### src/rtl/synth_cfg_pkg.sv
// Shared constants and types for the synth voice-config sequencer.
package synth_cfg_pkg;

  localparam int unsigned WORD_W    = 16;
  localparam int unsigned NUM_SLOTS = 3;
  localparam int unsigned CFG_W     = WORD_W * NUM_SLOTS;
  localparam int unsigned PITCH_W   = 12;
  localparam int unsigned DIV_W     = 8;
  localparam int unsigned ADDR_W    = 3;
  localparam int unsigned DATA_W    = 8;
  localparam int unsigned PHASE_W   = 2;
  localparam int unsigned RATE_W    = 4;

  localparam logic [ADDR_W-1:0] ADDR_CTRL = 3'd6;
  localparam logic [ADDR_W-1:0] ADDR_RSVD = 3'd7;

  localparam int unsigned CTRL_COMMIT_BIT = 0;
  localparam int unsigned CTRL_GLIDE_BIT  = 1;
  localparam int unsigned CTRL_RATE_LSB   = 4;

  localparam logic [PHASE_W-1:0] FB_PHASE = 2'd3;

  localparam logic [WORD_W-1:0] DEF_SAW  = 16'h0638;
  localparam logic [WORD_W-1:0] DEF_OSC  = 16'h0638;
  localparam logic [WORD_W-1:0] DEF_DAMP = 16'h0838;

  typedef enum logic {
    ST_IDLE    = 1'b0,
    ST_PENDING = 1'b1
  } commit_state_e;

  typedef struct packed {
    logic [WORD_W-1:0] damp;
    logic [WORD_W-1:0] osc;
    logic [WORD_W-1:0] saw;
  } cfg_t;

  // Divider reload for a glide rate: rate*16 frames between ticks (plus the tick frame).
  function automatic logic [DIV_W-1:0] div_reload(input logic [RATE_W-1:0] rate);
    return DIV_W'({rate, 4'h0});
  endfunction

endpackage

### src/rtl/synth_cfg_sequencer_if.sv
// Host write port plus live-config/status outputs of the config sequencer.
interface synth_cfg_if;
  import synth_cfg_pkg::*;

  logic              wr_valid;
  logic              wr_ready;
  logic [ADDR_W-1:0] wr_addr;
  logic [DATA_W-1:0] wr_data;
  cfg_t              cfg_out;
  logic              commit_pending;
  logic              gliding;

  modport master (
    output wr_valid, wr_addr, wr_data,
    input  wr_ready, cfg_out, commit_pending, gliding
  );

  modport slave (
    input  wr_valid, wr_addr, wr_data,
    output wr_ready, cfg_out, commit_pending, gliding
  );

endinterface

### src/rtl/synth_cfg_sequencer_glide_stepper.sv
// Live/target pitch pair for one slot; steps live one LSB toward target per tick.
module glide_stepper #(
  parameter int unsigned             PITCH_BITS = 12,
  parameter logic [PITCH_BITS-1:0]   RST_PITCH  = '0
) (
  input  logic                  clk,
  input  logic                  reset,
  input  logic                  load,
  input  logic                  glide_en,
  input  logic                  tick,
  input  logic [PITCH_BITS-1:0] load_pitch,
  output logic [PITCH_BITS-1:0] live_pitch,
  output logic                  mismatch_c
);

  logic [PITCH_BITS-1:0] live_q, tgt_q;
  logic [PITCH_BITS-1:0] live_d, tgt_d, base_c;

  // Target updates first so a tick in the same edge steps toward the new target.
  always_comb begin
    tgt_d  = tgt_q;
    base_c = live_q;
    if (load) begin
      tgt_d = load_pitch;
      if (!glide_en) base_c = load_pitch;
    end
    live_d = base_c;
    if (tick) begin
      if (base_c < tgt_d)      live_d = base_c + PITCH_BITS'(1);
      else if (base_c > tgt_d) live_d = base_c - PITCH_BITS'(1);
    end
  end

  always_ff @(posedge clk) begin
    if (reset) begin
      live_q <= RST_PITCH;
      tgt_q  <= RST_PITCH;
    end else begin
      live_q <= live_d;
      tgt_q  <= tgt_d;
    end
  end

  assign live_pitch = live_q;
  assign mismatch_c = (live_q != tgt_q);

endmodule

### src/rtl/synth_cfg_sequencer.sv
// Shadow/live voice-config sequencer: host byte writes, frame-aligned commit, optional glide.
module synth_cfg_sequencer
  import synth_cfg_pkg::*;
#(
  parameter int unsigned          WORD_BITS  = WORD_W,
  parameter int unsigned          PITCH_BITS = PITCH_W,
  parameter int unsigned          DIV_BITS   = DIV_W,
  parameter logic [WORD_BITS-1:0] RST_SAW    = DEF_SAW,
  parameter logic [WORD_BITS-1:0] RST_OSC    = DEF_OSC,
  parameter logic [WORD_BITS-1:0] RST_DAMP   = DEF_DAMP
) (
  input  logic               clk,
  input  logic               reset,
  input  logic [PHASE_W-1:0] phase,
  synth_cfg_if.slave         bus
);

  localparam int unsigned UPPER_BITS = WORD_BITS - PITCH_BITS;
  localparam logic [NUM_SLOTS*WORD_BITS-1:0] RST_CFG = {RST_DAMP, RST_OSC, RST_SAW};

  logic [WORD_BITS-1:0]  shadow_q  [NUM_SLOTS];
  logic [UPPER_BITS-1:0] live_hi_q [NUM_SLOTS];
  logic [PITCH_BITS-1:0] live_pitch [NUM_SLOTS];
  logic [NUM_SLOTS-1:0]  mismatch_c;
  logic [NUM_SLOTS*WORD_BITS-1:0] cfg_c;

  logic              glide_en_q;
  logic [RATE_W-1:0] rate_q;
  logic [DIV_BITS-1:0] div_q;
  logic              pending_q, ready_q, gliding_q;
  commit_state_e     state_q, state_d;
  logic              apply_c;

  logic wr_fire_c, ctrl_wr_c, shadow_wr_c, commit_req_c, fb_c, tick_c;

  assign wr_fire_c    = bus.wr_valid && ready_q;
  assign ctrl_wr_c    = wr_fire_c && (bus.wr_addr == ADDR_CTRL);
  assign shadow_wr_c  = wr_fire_c && (bus.wr_addr != ADDR_CTRL) && (bus.wr_addr != ADDR_RSVD);
  assign commit_req_c = ctrl_wr_c && bus.wr_data[CTRL_COMMIT_BIT];
  assign fb_c         = (phase == FB_PHASE);
  assign tick_c       = fb_c && glide_en_q && (div_q == '0);

  // Shadow register file, byte addressed.
  always_ff @(posedge clk) begin
    if (reset) begin
      for (int s = 0; s < NUM_SLOTS; s++) shadow_q[s] <= RST_CFG[s*WORD_BITS +: WORD_BITS];
    end else if (shadow_wr_c) begin
      for (int s = 0; s < NUM_SLOTS; s++) begin
        if (bus.wr_addr[ADDR_W-1:1] == (ADDR_W-1)'(s)) begin
          if (bus.wr_addr[0]) shadow_q[s][WORD_BITS-1:DATA_W] <= bus.wr_data;
          else                shadow_q[s][DATA_W-1:0]         <= bus.wr_data;
        end
      end
    end
  end

  // Control fields; the commit bit is consumed by the FSM and never stored.
  always_ff @(posedge clk) begin
    if (reset) begin
      glide_en_q <= 1'b0;
      rate_q     <= '0;
    end else if (ctrl_wr_c) begin
      glide_en_q <= bus.wr_data[CTRL_GLIDE_BIT];
      rate_q     <= bus.wr_data[CTRL_RATE_LSB +: RATE_W];
    end
  end

  always_ff @(posedge clk) begin
    if (reset) state_q <= ST_IDLE;
    else       state_q <= state_d;
  end

  always_comb begin
    state_d = state_q;
    apply_c = 1'b0;
    case (state_q)
      ST_IDLE:    if (commit_req_c) state_d = ST_PENDING;
      ST_PENDING: if (fb_c) begin
        apply_c = 1'b1;
        state_d = ST_IDLE;
      end
      default:    state_d = ST_IDLE;
    endcase
  end

  always_ff @(posedge clk) begin
    if (reset) begin
      pending_q <= 1'b0;
      ready_q   <= 1'b1;
      gliding_q <= 1'b0;
    end else begin
      pending_q <= (state_d == ST_PENDING);
      ready_q   <= (state_d != ST_PENDING);
      gliding_q <= |mismatch_c;
    end
  end

  // Glide tick divider, advanced once per frame and parked at zero while glide is off.
  always_ff @(posedge clk) begin
    if (reset || !glide_en_q) div_q <= '0;
    else if (fb_c)            div_q <= (div_q == '0) ? div_reload(rate_q) : div_q - DIV_BITS'(1);
  end

  always_ff @(posedge clk) begin
    if (reset) begin
      for (int s = 0; s < NUM_SLOTS; s++)
        live_hi_q[s] <= RST_CFG[s*WORD_BITS+PITCH_BITS +: UPPER_BITS];
    end else if (apply_c) begin
      for (int s = 0; s < NUM_SLOTS; s++)
        live_hi_q[s] <= shadow_q[s][WORD_BITS-1:PITCH_BITS];
    end
  end

  for (genvar g = 0; g < NUM_SLOTS; g++) begin : g_slot
    glide_stepper #(
      .PITCH_BITS (PITCH_BITS),
      .RST_PITCH  (RST_CFG[g*WORD_BITS +: PITCH_BITS])
    ) u_step (
      .clk        (clk),
      .reset      (reset),
      .load       (apply_c),
      .glide_en   (glide_en_q),
      .tick       (tick_c),
      .load_pitch (shadow_q[g][PITCH_BITS-1:0]),
      .live_pitch (live_pitch[g]),
      .mismatch_c (mismatch_c[g])
    );
    assign cfg_c[g*WORD_BITS +: WORD_BITS] = {live_hi_q[g], live_pitch[g]};
  end

  assign bus.cfg_out        = cfg_t'(cfg_c);
  assign bus.wr_ready       = ready_q;
  assign bus.commit_pending = pending_q;
  assign bus.gliding        = gliding_q;

endmodule

### src/flat_wrapper.sv
// flat-port wrapper written by rule: the top's interface ports become plain ports
module synth_cfg_sequencer_flat import synth_cfg_pkg::*;
#(
  parameter int unsigned          WORD_BITS  = WORD_W,
  parameter int unsigned          PITCH_BITS = PITCH_W,
  parameter int unsigned          DIV_BITS   = DIV_W,
  parameter logic [WORD_BITS-1:0] RST_SAW    = DEF_SAW,
  parameter logic [WORD_BITS-1:0] RST_OSC    = DEF_OSC,
  parameter logic [WORD_BITS-1:0] RST_DAMP   = DEF_DAMP
)
  (clk, reset, phase, bus_wr_valid, bus_wr_addr, bus_wr_data, bus_wr_ready, bus_cfg_out, bus_commit_pending, bus_gliding);
  synth_cfg_if bus_i ();
  input  logic clk;
  input  logic reset;
  input  logic [PHASE_W-1:0] phase;
  input wire logic [$bits(bus_i.wr_valid)-1:0] bus_wr_valid;
  input wire logic [$bits(bus_i.wr_addr)-1:0] bus_wr_addr;
  input wire logic [$bits(bus_i.wr_data)-1:0] bus_wr_data;
  output wire logic [$bits(bus_i.wr_ready)-1:0] bus_wr_ready;
  output wire logic [$bits(bus_i.cfg_out)-1:0] bus_cfg_out;
  output wire logic [$bits(bus_i.commit_pending)-1:0] bus_commit_pending;
  output wire logic [$bits(bus_i.gliding)-1:0] bus_gliding;
  assign bus_i.wr_valid = bus_wr_valid;
  assign bus_i.wr_addr = bus_wr_addr;
  assign bus_i.wr_data = bus_wr_data;
  assign bus_wr_ready = bus_i.wr_ready;
  assign bus_cfg_out = bus_i.cfg_out;
  assign bus_commit_pending = bus_i.commit_pending;
  assign bus_gliding = bus_i.gliding;
  synth_cfg_sequencer #(.WORD_BITS(WORD_BITS), .PITCH_BITS(PITCH_BITS), .DIV_BITS(DIV_BITS), .RST_SAW(RST_SAW), .RST_OSC(RST_OSC), .RST_DAMP(RST_DAMP)) u_core (.clk(clk), .reset(reset), .phase(phase), .bus(bus_i));
endmodule
### config.mk
export PLATFORM = sky130hd
export DESIGN_NAME = synth_cfg_sequencer_flat
export DESIGN_NICKNAME = d
export VERILOG_FILES = /design/src/rtl/synth_cfg_pkg.sv /design/src/rtl/synth_cfg_sequencer_if.sv /design/src/rtl/synth_cfg_sequencer_glide_stepper.sv /design/src/rtl/synth_cfg_sequencer.sv /design/src/flat_wrapper.sv
export SDC_FILE = /design/constraint.sdc
export NUM_CORES = 1
export LEC_CHECK = 0
export ABC_AREA = 0
export CORE_AREA = 5 5 139 141
export CTS_CLUSTER_DIAMETER = 120
export DETAILED_ROUTE_END_ITERATION = 10
export DIE_AREA = 0 0 144 146
export MAX_ROUTING_LAYER = met4
export PLACE_DENSITY_LB_ADDON = 0.25
export SYNTH_ARGS = -nofsm -noshare
export SYNTH_HDL_FRONTEND = slang
export SYNTH_HIERARCHICAL = 1
export SYNTH_SLANG_ARGS = --single-unit
### constraint.sdc
create_clock -name clk -period 3.9 [get_ports clk]
set_input_delay 0.78 -clock clk [delete_from_list [all_inputs] [get_ports clk]]
set_output_delay 0.78 -clock clk [all_outputs]
set_load 0.01 [all_outputs]
==> results_dict.tcl <==
set metrics [dict create \
    worst_setup_path_start_kind "input pin" \
    clock-sinks 148 \
    finalWorstSetupSlack_ns 0.154 \
    drtIter0Drc 438 \
    drt_first_pass_iters 5 \
    syn_nets 957 \
    final-max-slew-violation-count 0 \
    grt_use_met1 0.297 \
    htree_num_levels 4 \
    post_route_cells_drive_above_1_share 0.192 \
    cts.reportedPaths.clkPinSlew_ns 0.06 \
    most_frequently_used_flop_master_after_synthesis "sky130_fd_sc_hd__dfxtp_1" \
    areaGrowthSynthToFinish_pct 26.9 \
    cts.root.buffer_cell "sky130_fd_sc_hd__clkbuf_16" \
    setup.worst_path.class "input pin to flip-flop" \
    post-dp-hpwl_um 17100 \
    min_path_cells 2 \
    drc_errors 0 \
    power.combinational.fraction 0.112 \
    timing.critical_path.to_type "flip-flop" \
    grt_util_met3 0.0296 \
    clock_path_buffers 2 \
    slew-limit-headroom 0.400 \
    tritoncts "yes" \
    timing.rr.end "u_core/g_slot[2].u_step/live_pitch[11]" \
    critical_path_arrival_ns 4.07 \
    post_synth_num_cell_types 75 \
    synth_area_um2 8760 \
    grt_max_degree 84 \
    final-setup-viol-count 0 \
    gr-usage-met2 0.354 \
    overflow 0 \
    synthArstFlopShare 0 \
    floorplan.io_pins 67 \
    busiest_layer "met2" \
    clock_period_minus_final_worst_setup_slack_ns 3.75 \
    ant_nets 0 \
    vdd.ir_drop.worst_v 0.000300 \
    number_of_standard_cells_after_synthesis 897 \
    max_cap_viol_count 0 \
    antenna_cells_inserted 0 \
    dp_cells 1282 \
    post-synth-top-area-cell "sky130_fd_sc_hd__edfxtp_1" \
    fin_skew_ns 0.00947 \
    maxClockFrequency_mhz 267 \
    final_cells 1315 \
    vias 7200 \
    holdCritPathClass "flip-flop to flip-flop" \
    coreArea_um2 17800 \
    synth-edff-count 60 \
    power-per-cell-area_nw_per_um2 341 \
    status "completed" \
    tightestPinTransition_ns 0.898 \
    placement.setup.worst_slack_ns -0.302 \
    sequentialPowerShare 0.446 \
    synth_sequential_area_ratio 0.407 \
    worst-path-max-fanout 10 \
    grt_util_all_layers 0.223 \
    antenna_violations_before_repair 0 \
    placement_rows 49 \
    final_cycle_utilization_of_the_critical_path 0.961 \
    cellInternalPower_uw 2870 \
    grt_pass1_vias 7192 \
    starting_density_of_the_core 0.491 \
    cts_inserted_buffers 17 \
    worst_hold_path.endpoint "u_core/div_q[4]" \
    power.share.clock 0.442 \
    worst-endpoint-required_ns 4.22 \
    gp_congestion 0.891 \
    synth_area_leaders "sky130_fd_sc_hd__edfxtp_1 (21%), sky130_fd_sc_hd__dfxtp_1 (20%), sky130_fd_sc_hd__mux2i_1 (11%)" \
    crit-reg2reg-launch "u_core/bus.commit_pending" \
    clock_latency_late_sink_ns 0.42 \
    die_width_um 144 \
    timing.reg2reg.setup_slack_ns 0.58 \
    drt_wl_total_um 22200 \
    hold_start "u_core/rate_q[0]" \
    design.final.nets 1133 \
    power.leakage_uw 0.00486 \
    postCtsHoldBufs 0 \
    yosys_warnings 6 \
    grt_first_pass_wirelength_um 36300 \
    buffer_ports.inserted 66 \
    reg2reg_depth 12 \
    die_area_um2 21000 \
    synth_top_cell_area_share 0.206 \
    rsz0062_at_grt "false" \
    die_height_um 146 \
    synth_area_per_cell_um2 9.77 \
    crit_chain "clkdlybuf4s50_1 -> and3_2 -> nand2b_1 -> buf_12 -> mux2_2 -> ha_1 -> a21oi_1 -> o221ai_1 -> or2_1 -> nor4_1 -> a21oi_2 -> or3_1 -> a21o_1" \
    route.detailed.wl_per_inst_um 16.9 \
    timing_hold_violations_final 0 \
    critPathMaxStageDelay_ns 0.41 \
    p_switching_uw 927 \
    fin_tns_setup_ns 0 \
    switching_share 0.244 \
    avgViaCountPerCell 5.48 \
    crit_slowest_cell "sky130_fd_sc_hd__clkdlybuf4s50_1" \
    synth_seq_cells 148 \
    fin_hold_ws_ns 0.483 \
]
worst max-delay path, delay by kind of cell:
kind	cells	cell delay, ns
and+or+nand+nor	5	1.47
AOI/OAI and AO/OA	4	0.58
buffers and inverters	2	0.57
muxes	1	0.36
adders and majority gates	1	0.29
how the worst max path moves through the flow:
| stage | from | endpoint | slack (ns) |
|---|---|---|---|
| floorplan | phase[0] | u_core/g_slot[2].u_step/live_pitch[11] | 0.04 |
| global placement | phase[0] | u_core/g_slot[2].u_step/live_pitch[0] | -0.15 |
| detailed placement | phase[0] | u_core/g_slot[2].u_step/live_pitch[11] | -0.30 |
| CTS | phase[0] | u_core/g_slot[2].u_step/live_pitch[11] | 0.12 |
| global route | phase[0] | u_core/g_slot[1].u_step/live_pitch[4] | 0.03 |
| finish | phase[0] | u_core/g_slot[2].u_step/live_pitch[11] | 0.15 |
sequential cells by signal (all words and copies together), names as in the netlist, 4 cells and up:
signal,cells
u_core/div_q,8
u_core/rate_q,4
u_core/g_slot.u_step/live_pitch,36
u_core/g_slot.u_step/tgt_q,36
u_core/live_hi_q,12
u_core/shadow_q,48
Yosys cell counts, types with 4 or more instances:
master                     instances
sky130_fd_sc_hd__o31ai_1           5
sky130_fd_sc_hd__nor4_1           18
sky130_fd_sc_hd__inv_1            29
sky130_fd_sc_hd__or2_2             6
sky130_fd_sc_hd__a21oi_1          37
sky130_fd_sc_hd__o21ai_0           9
sky130_fd_sc_hd__mux2i_1          92
sky130_fd_sc_hd__dfxtp_1          88
sky130_fd_sc_hd__buf_2             5
sky130_fd_sc_hd__a211oi_1          5
sky130_fd_sc_hd__or4b_1            5
sky130_fd_sc_hd__buf_6             4
sky130_fd_sc_hd__o21ai_1           9
sky130_fd_sc_hd__nand2b_1         29
sky130_fd_sc_hd__nand4_1          16
sky130_fd_sc_hd__mux2_2           20
sky130_fd_sc_hd__o21bai_1          4
sky130_fd_sc_hd__clkbuf_1         15
sky130_fd_sc_hd__and3_1           10
sky130_fd_sc_hd__nor2_1           80
sky130_fd_sc_hd__nor3_1           29
sky130_fd_sc_hd__and2_1           28
sky130_fd_sc_hd__nand3_1          26
sky130_fd_sc_hd__nor2b_1          17
sky130_fd_sc_hd__xor2_1           37
sky130_fd_sc_hd__mux2_1            6
sky130_fd_sc_hd__or3_1             8
sky130_fd_sc_hd__ha_1             44
sky130_fd_sc_hd__a21o_1            7
sky130_fd_sc_hd__a31oi_1           8
sky130_fd_sc_hd__edfxtp_1         60
sky130_fd_sc_hd__buf_4             4
sky130_fd_sc_hd__nand2_1          70
logic make-up after synthesis:
logic type | count (synthesis) | synth area share
xor gates and xnor gates | 40 | 0.0400
AOI/OAI and AO/OA | 112 | 0.0859
DFF | 148 | 0.407
adders and majority gates | 44 | 0.0628
buffers and inverters | 61 | 0.0320
and+or+nand+nor | 369 | 0.224
muxes | 123 | 0.149
metrics by stage:
step,utilization,power (uW),area (um2)
6_report,0.624,3800,11100
5_1_grt,0.624,3950,11100
4_1_cts,0.623,3830,11100
3_5_place_dp,0.589,2140,10500
3_3_place_gp,0.589,2140,10500
2_1_floorplan,-,1940,8770
layout make-up:
| cell class | count | area (um2) |
|---|---|---|
| fillers | 1485 | 6720 |
| flip-flops and latches | 148 | 3560 |
| well taps | 229 | 287 |
| repair buffers | 187 | 1620 |
| clock inverters | 14 | 179 |
| multi-input cells | 688 | 4930 |
| inverters | 31 | 116 |
| clock buffers | 18 | 429 |
power groups by stage:
stage          Combinational (uW)  Sequential, uW  Clock (uW)
2_1_floorplan                 226            1720           0
3_3_place_gp                  413            1730           0
3_5_place_dp                  418            1730           0
4_1_cts                       421            1690        1710
5_1_grt                       463            1700        1790
6_report                      426            1690        1680
placed cells by master, fill, tap and decap left out, types with 5 or more instances in the layout:
cell type	n
sky130_fd_sc_hd__a21o_1	7
sky130_fd_sc_hd__a21oi_1	37
sky130_fd_sc_hd__a31oi_1	8
sky130_fd_sc_hd__and2_1	28
sky130_fd_sc_hd__and3_1	9
sky130_fd_sc_hd__buf_4	118
sky130_fd_sc_hd__clkbuf_16	17
sky130_fd_sc_hd__clkdlybuf4s50_1	65
sky130_fd_sc_hd__clkinv_4	5
sky130_fd_sc_hd__dfxtp_1	88
sky130_fd_sc_hd__edfxtp_1	60
sky130_fd_sc_hd__ha_1	44
sky130_fd_sc_hd__inv_1	29
sky130_fd_sc_hd__mux2_1	6
sky130_fd_sc_hd__mux2_2	20
sky130_fd_sc_hd__mux2i_1	92
sky130_fd_sc_hd__nand2_1	70
sky130_fd_sc_hd__nand2b_1	29
sky130_fd_sc_hd__nand3_1	26
sky130_fd_sc_hd__nand4_1	16
sky130_fd_sc_hd__nor2_1	79
sky130_fd_sc_hd__nor2b_1	17
sky130_fd_sc_hd__nor3_1	28
sky130_fd_sc_hd__nor4_1	18
sky130_fd_sc_hd__o21ai_0	9
sky130_fd_sc_hd__o21ai_1	9
sky130_fd_sc_hd__o31ai_1	5
sky130_fd_sc_hd__or2_2	6
sky130_fd_sc_hd__or3_1	8
sky130_fd_sc_hd__or4b_1	5
sky130_fd_sc_hd__xor2_1	37
routing by layer:
metal  wire (um)  vias to the layer above  share of wire
met2       10500                      187           0.47
met1       10400                     3382           0.47
li1            -                     3604              -
met5           0                        -              0
met3         980                       27          0.044
met4         359                        0          0.016
repair_timing:
item | 4_1_cts | 5_1_grt
gates resized for setup | 0 | 1
buffers inserted | 0 | 1
setup endpoints to repair | 0 | 4
endpoints found under the hold margin | 0 | 0
No activity file was read; power rests on OpenSTA's default activity.
